**config.mk**
```make
export PLATFORM = sky130hd
export DESIGN_NAME = scale_demux_reg
export DESIGN_NICKNAME = d
export VERILOG_FILES = /design/src/rtl/scale_demux_reg_pkg.sv /design/src/rtl/demux_slot.sv /design/src/rtl/scale_demux_reg.sv
export SDC_FILE = /design/constraint.sdc
export NUM_CORES = 1
export LEC_CHECK = 0
export CORE_MARGIN = 10
export CORE_UTILIZATION = 46
export DETAILED_ROUTE_END_ITERATION = 16
export PLACE_DENSITY = 0.83
export SLEW_MARGIN = 25
export SYNTH_ARGS = -nofsm -noshare
export SYNTH_HDL_FRONTEND = slang
export SYNTH_SLANG_ARGS = --single-unit
```
**constraint.sdc**
```tcl
create_clock -name clk -period 4.3 [get_ports clk]
set_input_delay 0.86 -clock clk [delete_from_list [all_inputs] [get_ports clk]]
set_output_delay 0.86 -clock clk [all_outputs]
set_load 0.02 [all_outputs]
```
**src/rtl/scale_demux_reg_pkg.sv**
```systemverilog
// Shared definitions for scale_demux_reg: route codes, holding-slot state
// encoding, the default data width and the delivery counter width.
// Optional feature macro: SCALE_DEMUX_CNT_EN (per-channel delivery counters).
package scale_demux_reg_pkg;

  localparam int unsigned DEF_WIDTH = 8;
  localparam int unsigned CNT_W     = 8;

  typedef enum logic [1:0] {
    ROUTE_A    = 2'b00,
    ROUTE_B    = 2'b01,
    ROUTE_BOTH = 2'b10,
    ROUTE_RSVD = 2'b11
  } route_e;

  typedef enum logic {
    EMPTY = 1'b0,
    FULL  = 1'b1
  } slot_state_e;

endpackage

```
**src/rtl/demux_slot.sv**
```systemverilog
// One-entry holding register with valid/ready output handshake.
// Ports:
//   clk, rst   - clock, asynchronous active-high reset
//   i_load     - capture i_data at the next edge (caller guarantees slot free)
//   i_data     - word to capture
//   i_ready    - downstream consumer accepts
//   o_valid    - slot holds a word
//   o_data     - held word (stable while o_valid & !i_ready)
//   o_free_c   - combinational: slot can take a word this cycle
//   o_cnt      - delivered-word count (only with SCALE_DEMUX_CNT_EN)
module demux_slot
  import scale_demux_reg_pkg::*;
#(
  parameter int unsigned WIDTH = DEF_WIDTH
) (
  input  logic             clk,
  input  logic             rst,
  input  logic             i_load,
  input  logic [WIDTH-1:0] i_data,
  input  logic             i_ready,
  output logic             o_valid,
  output logic [WIDTH-1:0] o_data,
  output logic             o_free_c
`ifdef SCALE_DEMUX_CNT_EN
  ,
  output logic [CNT_W-1:0] o_cnt
`endif
);

  slot_state_e      r_state;
  slot_state_e      w_state_nxt;
  logic [WIDTH-1:0] r_data;
  logic             w_drain;

  // State register
  always_ff @(posedge clk or posedge rst) begin
    if (rst) r_state <= EMPTY;
    else     r_state <= w_state_nxt;
  end

  // Next state: a load always wins over a drain in the same cycle
  always_comb begin
    w_state_nxt = r_state;
    case (r_state)
      EMPTY:   if (i_load) w_state_nxt = FULL;
      FULL:    if (!i_load && w_drain) w_state_nxt = EMPTY;
      default: w_state_nxt = EMPTY;
    endcase
  end

  // Outputs decoded from state; free is combinational for 1 word/cycle pass-through
  always_comb begin
    o_valid  = 1'b0;
    w_drain  = 1'b0;
    o_free_c = 1'b1;
    o_valid  = (r_state == FULL);
    w_drain  = o_valid & i_ready;
    o_free_c = !o_valid | i_ready;
  end

  // Data holding register
  always_ff @(posedge clk or posedge rst) begin
    if (rst)         r_data <= '0;
    else if (i_load) r_data <= i_data;
  end

  assign o_data = r_data;

`ifdef SCALE_DEMUX_CNT_EN
  logic [CNT_W-1:0] r_cnt;

  // Delivered-word counter, wraps naturally
  always_ff @(posedge clk or posedge rst) begin
    if (rst)          r_cnt <= '0;
    else if (w_drain) r_cnt <= r_cnt + CNT_W'(1);
  end

  assign o_cnt = r_cnt;
`endif

endmodule

```
**src/rtl/scale_demux_reg.sv**
```systemverilog
// Registered 1-to-2 demultiplexer: steers a producer word to channel A,
// channel B or both, each through its own one-entry holding slot.
// Ports:
//   clk, rst             - clock, asynchronous active-high reset
//   in_data/in_sel       - producer word and route (00 A, 01 B, 10 both, 11 reserved)
//   in_valid/in_ready    - producer handshake; in_ready never depends on in_valid
//   a_data/a_valid/a_ready - channel A output handshake
//   b_data/b_valid/b_ready - channel B output handshake
//   sel_err              - one-cycle pulse after a reserved-route word is accepted
//   a_cnt/b_cnt          - delivery counters (only with SCALE_DEMUX_CNT_EN)
module scale_demux_reg
  import scale_demux_reg_pkg::*;
#(
  parameter int unsigned WIDTH = DEF_WIDTH
) (
  input  logic             clk,
  input  logic             rst,
  input  logic [WIDTH-1:0] in_data,
  input  logic [1:0]       in_sel,
  input  logic             in_valid,
  output logic             in_ready,
  output logic [WIDTH-1:0] a_data,
  output logic             a_valid,
  input  logic             a_ready,
  output logic [WIDTH-1:0] b_data,
  output logic             b_valid,
  input  logic             b_ready,
  output logic             sel_err
`ifdef SCALE_DEMUX_CNT_EN
  ,
  output logic [CNT_W-1:0] a_cnt,
  output logic [CNT_W-1:0] b_cnt
`endif
);

  route_e w_route;
  logic   w_a_free_c;
  logic   w_b_free_c;
  logic   w_in_ready;
  logic   w_accept;
  logic   w_load_a;
  logic   w_load_b;
  logic   r_sel_err;

  assign w_route = route_e'(in_sel);

  // Route decode; broadcast needs both slots free so it loads atomically
  always_comb begin
    w_in_ready = 1'b1;
    w_load_a   = 1'b0;
    w_load_b   = 1'b0;
    case (w_route)
      ROUTE_A:    w_in_ready = w_a_free_c;
      ROUTE_B:    w_in_ready = w_b_free_c;
      ROUTE_BOTH: w_in_ready = w_a_free_c & w_b_free_c;
      default:    w_in_ready = 1'b1;
    endcase
    w_accept = in_valid & w_in_ready;
    w_load_a = w_accept & ((w_route == ROUTE_A) | (w_route == ROUTE_BOTH));
    w_load_b = w_accept & ((w_route == ROUTE_B) | (w_route == ROUTE_BOTH));
  end

  assign in_ready = w_in_ready;

  // Reserved route: word is swallowed, flagged for one cycle
  always_ff @(posedge clk or posedge rst) begin
    if (rst) r_sel_err <= 1'b0;
    else     r_sel_err <= w_accept & (w_route == ROUTE_RSVD);
  end

  assign sel_err = r_sel_err;

  demux_slot #(.WIDTH(WIDTH)) u_slot_a (
    .clk      (clk),
    .rst      (rst),
    .i_load   (w_load_a),
    .i_data   (in_data),
    .i_ready  (a_ready),
    .o_valid  (a_valid),
    .o_data   (a_data),
    .o_free_c (w_a_free_c)
`ifdef SCALE_DEMUX_CNT_EN
    ,
    .o_cnt    (a_cnt)
`endif
  );

  demux_slot #(.WIDTH(WIDTH)) u_slot_b (
    .clk      (clk),
    .rst      (rst),
    .i_load   (w_load_b),
    .i_data   (in_data),
    .i_ready  (b_ready),
    .o_valid  (b_valid),
    .o_data   (b_data),
    .o_free_c (w_b_free_c)
`ifdef SCALE_DEMUX_CNT_EN
    ,
    .o_cnt    (b_cnt)
`endif
  );

endmodule

```
==> impl_metrics.tcl <==
set metrics [dict create \
    start_kind "primary input" \
    via_count 592 \
    nets 115 \
    wirelength_mm 2.10 \
    status "complete, no violations" \
    slew_violations 0 \
    hp-class "reg2reg" \
    dp.cells 118 \
    drc_errors 0 \
    final_core_util_pct 67.6 \
    first_iter_violations 10 \
    fp.dieW_um 64.8 \
    num_antenna_cells 0 \
    cts_max_level 1 \
    start_util_pct 47.5 \
    cts.sinks 19 \
    die_area_sq_um 4200 \
    fillers 152 \
    reg2regPathDepth 4 \
    syn-mean-instance-area_sq_um 15.9 \
    grt_first_pass_wirelength_mm 3.38 \
    vdd_ir_drop_max_mv 0.241 \
    clk_pin_slew_ns 0.11 \
    coreArea_sq_um 1940 \
    cts_resized 0 \
    p_leak_nw 0.625 \
    post-cts-setup-buffer-count 0 \
    fmax_mhz 282 \
    setup-violations-final 0 \
    synth_compound_area_share_pct 5.97 \
    critPathCaptureType "output port" \
    ctsHoldBuffers 0 \
    dr.pass1.iters 4 \
    layout_common_cells "clkdlybuf4s50_1 (34), dfrtp_1 (19), mux2_4 (16), ha_1 (4)" \
    ioPinCount 35 \
    fin_crit_ns 3.55 \
    synthSimpleGateAreaFrac_pct 8.55 \
    p_per_area_nw_per_um2 450 \
    wl_per_cell_um 17.2 \
    synth_cell_types 17 \
    grt.total_usage_pct 10.1 \
    syn_nets 77 \
    grt_max_degree 20 \
    tightest_slew_ns 0.698 \
    criticalPathCategory "in2out" \
    multi_input_area_sq_um 424 \
    timing.rr.start "u_slot_a.o_valid" \
    ys_warn_count 0 \
    layout_setup_ws_ns 0.749 \
    hold_end "u_slot_a.o_data[1]" \
    worst-path-max-fanout 3 \
    area_growth_pct 42.3 \
    worstPathArrival_ns 2.69 \
    synth-seq-cells 19 \
    grt_pass1_vias 656 \
    gp_congestion 0.752 \
    port-buffer-count 34 \
    slew_headroom_pct 53.4 \
    yosysTopAreaCell "dfrtp_1" \
    hpwl_mm 1.70 \
    ant_nets 0 \
    antenna_found_initial 0 \
    fin_crit_sh_pct 82.6 \
    maxCapViolations 0 \
    rsz0062_at_grt "false" \
    r2r-end "u_slot_a.o_data[2]" \
    final_layout_size_suffix_gt1_share_pct 25.3 \
    gr-total-overflow 0 \
    ys_top_cells_by_area "dfrtp_1 (52%), mux2_4 (26%), ha_1 (5.4%)" \
    synth_xor_area_share_pct 0 \
    yosysSeqAreaShare_pct 51.6 \
    min_path_cells 1 \
    setup_tns_ns 0 \
    whs_ns 0.520 \
    worstPathRequired_ns 3.44 \
    clockBufferDepth 2 \
    viasPerCell 4.85 \
    muxShareOfSynthArea_pct 26.1 \
    die_h_um 64.8 \
    synth_top_family_by_area "multiplexers" \
    regArea_sq_um 475 \
    skew_ns 0.000995 \
    synth_top_cell_area_share_pct 51.6 \
    r2r_setup_slack_ns 2.59 \
    hp-start "u_slot_a.o_data[1]" \
    synth-adder-area-share_pct 5.43 \
    netlist_area_sq_um 922 \
    clk_latency_ns 0.29 \
    synthCells 58 \
    final_common_cell "clkdlybuf4s50_1" \
    numCtsBuffers 3 \
    cts_root_buf "clkbuf_4" \
    rows 16 \
    cts_tree "built" \
    post-place-ws_ns 0.738 \
    stdcell_count 122 \
    hold_viol_final 0 \
]
[layout make-up]
class | count | area share (%)
Inverter | 3 | 0.858
Multi-Input combinational cell | 35 | 32.3
Clock inverter | 1 | 0.381
Timing Repair Buffer | 34 | 25.9
Tap cell | 27 | 2.57
Clock buffer | 3 | 1.72
Sequential cell | 19 | 36.2
[worst max path at each step]
stage,start,end,slack [ns],cells after the start
2_1_floorplan,in_sel[0],in_ready,1.71,5
3_3_place_gp,in_sel[0],in_ready,0.81,7
3_5_place_dp,in_sel[0],in_ready,0.74,7
4_1_cts,in_sel[0],in_ready,0.73,7
5_1_grt,in_sel[0],in_ready,0.63,7
6_report,in_sel[0],in_ready,0.75,7
[cells in the mapped netlist]
cell      count
nand3_1       1
nand2b_4      1
nand4b_4      1
inv_1         3
a211oi_4      1
nor2b_1       2
nand2_1       1
a211o_1       1
buf_6         1
nor2_1        2
dfrtp_1      19
mux2_4       16
o21ai_4       1
nand2b_1      1
o21ai_0       2
ha_1          4
and2_1        1
[layer usage]
| metal | vias to the layer above | wire [um] | GRT usage (%) |
|---|---|---|---|
| met2 | 22 | 1070 | 17.1 |
| met5 | - | 0 | 0 |
| met3 | 2 | 162 | 4.12 |
| met4 | 0 | 25 | 4.01 |
| li1 | 273 | - | - |
| met1 | 295 | 846 | 11.0 |
[power breakdown]
part,internal (mW),switching (mW),total (mW),leakage [nW]
sequential,0.221,0.0254,0.246,0.227
clock,0.0345,0.0533,0.0879,0.0177
combinational,0.146,0.110,0.256,0.380
total,0.401,0.189,0.590,0.625
[registers in the layout, indices dropped and copies added (netlist names)]
register	cells
u_slot_a.o_data	8
u_slot_b.o_data	8
sel_err	1
u_slot_a.o_valid	1
u_slot_b.o_valid	1
[stage by stage]
step / total power, mW / cell area, sq um
after CTS: 0.598 / 1310
final: 0.590 / 1310
after floorplan: 0.387 / 922
after global placement: 0.502 / 1280
after detailed placement: 0.510 / 1280
after global routing: 0.620 / 1310
[cells by family (layout without fill, tap and decap cells)]
family,Yosys count,in the layout
flip-flops,19,19
buffers and inverters,4,41
AO/OA/AOI/OAI,5,5
AND/OR/NAND/NOR,10,10
adder cells (fa/ha/maj),4,4
multiplexers,16,16
[critical path, stage by stage]
cell             delay, ns
clkdlybuf4s50_1       0.45
inv_1                 0.11
ha_1                  0.23
nor2_1                0.09
o21ai_4               0.17
nor2b_1               0.16
clkdlybuf4s50_1       0.62
Note: power is estimated with default switching activity, not from simulation.
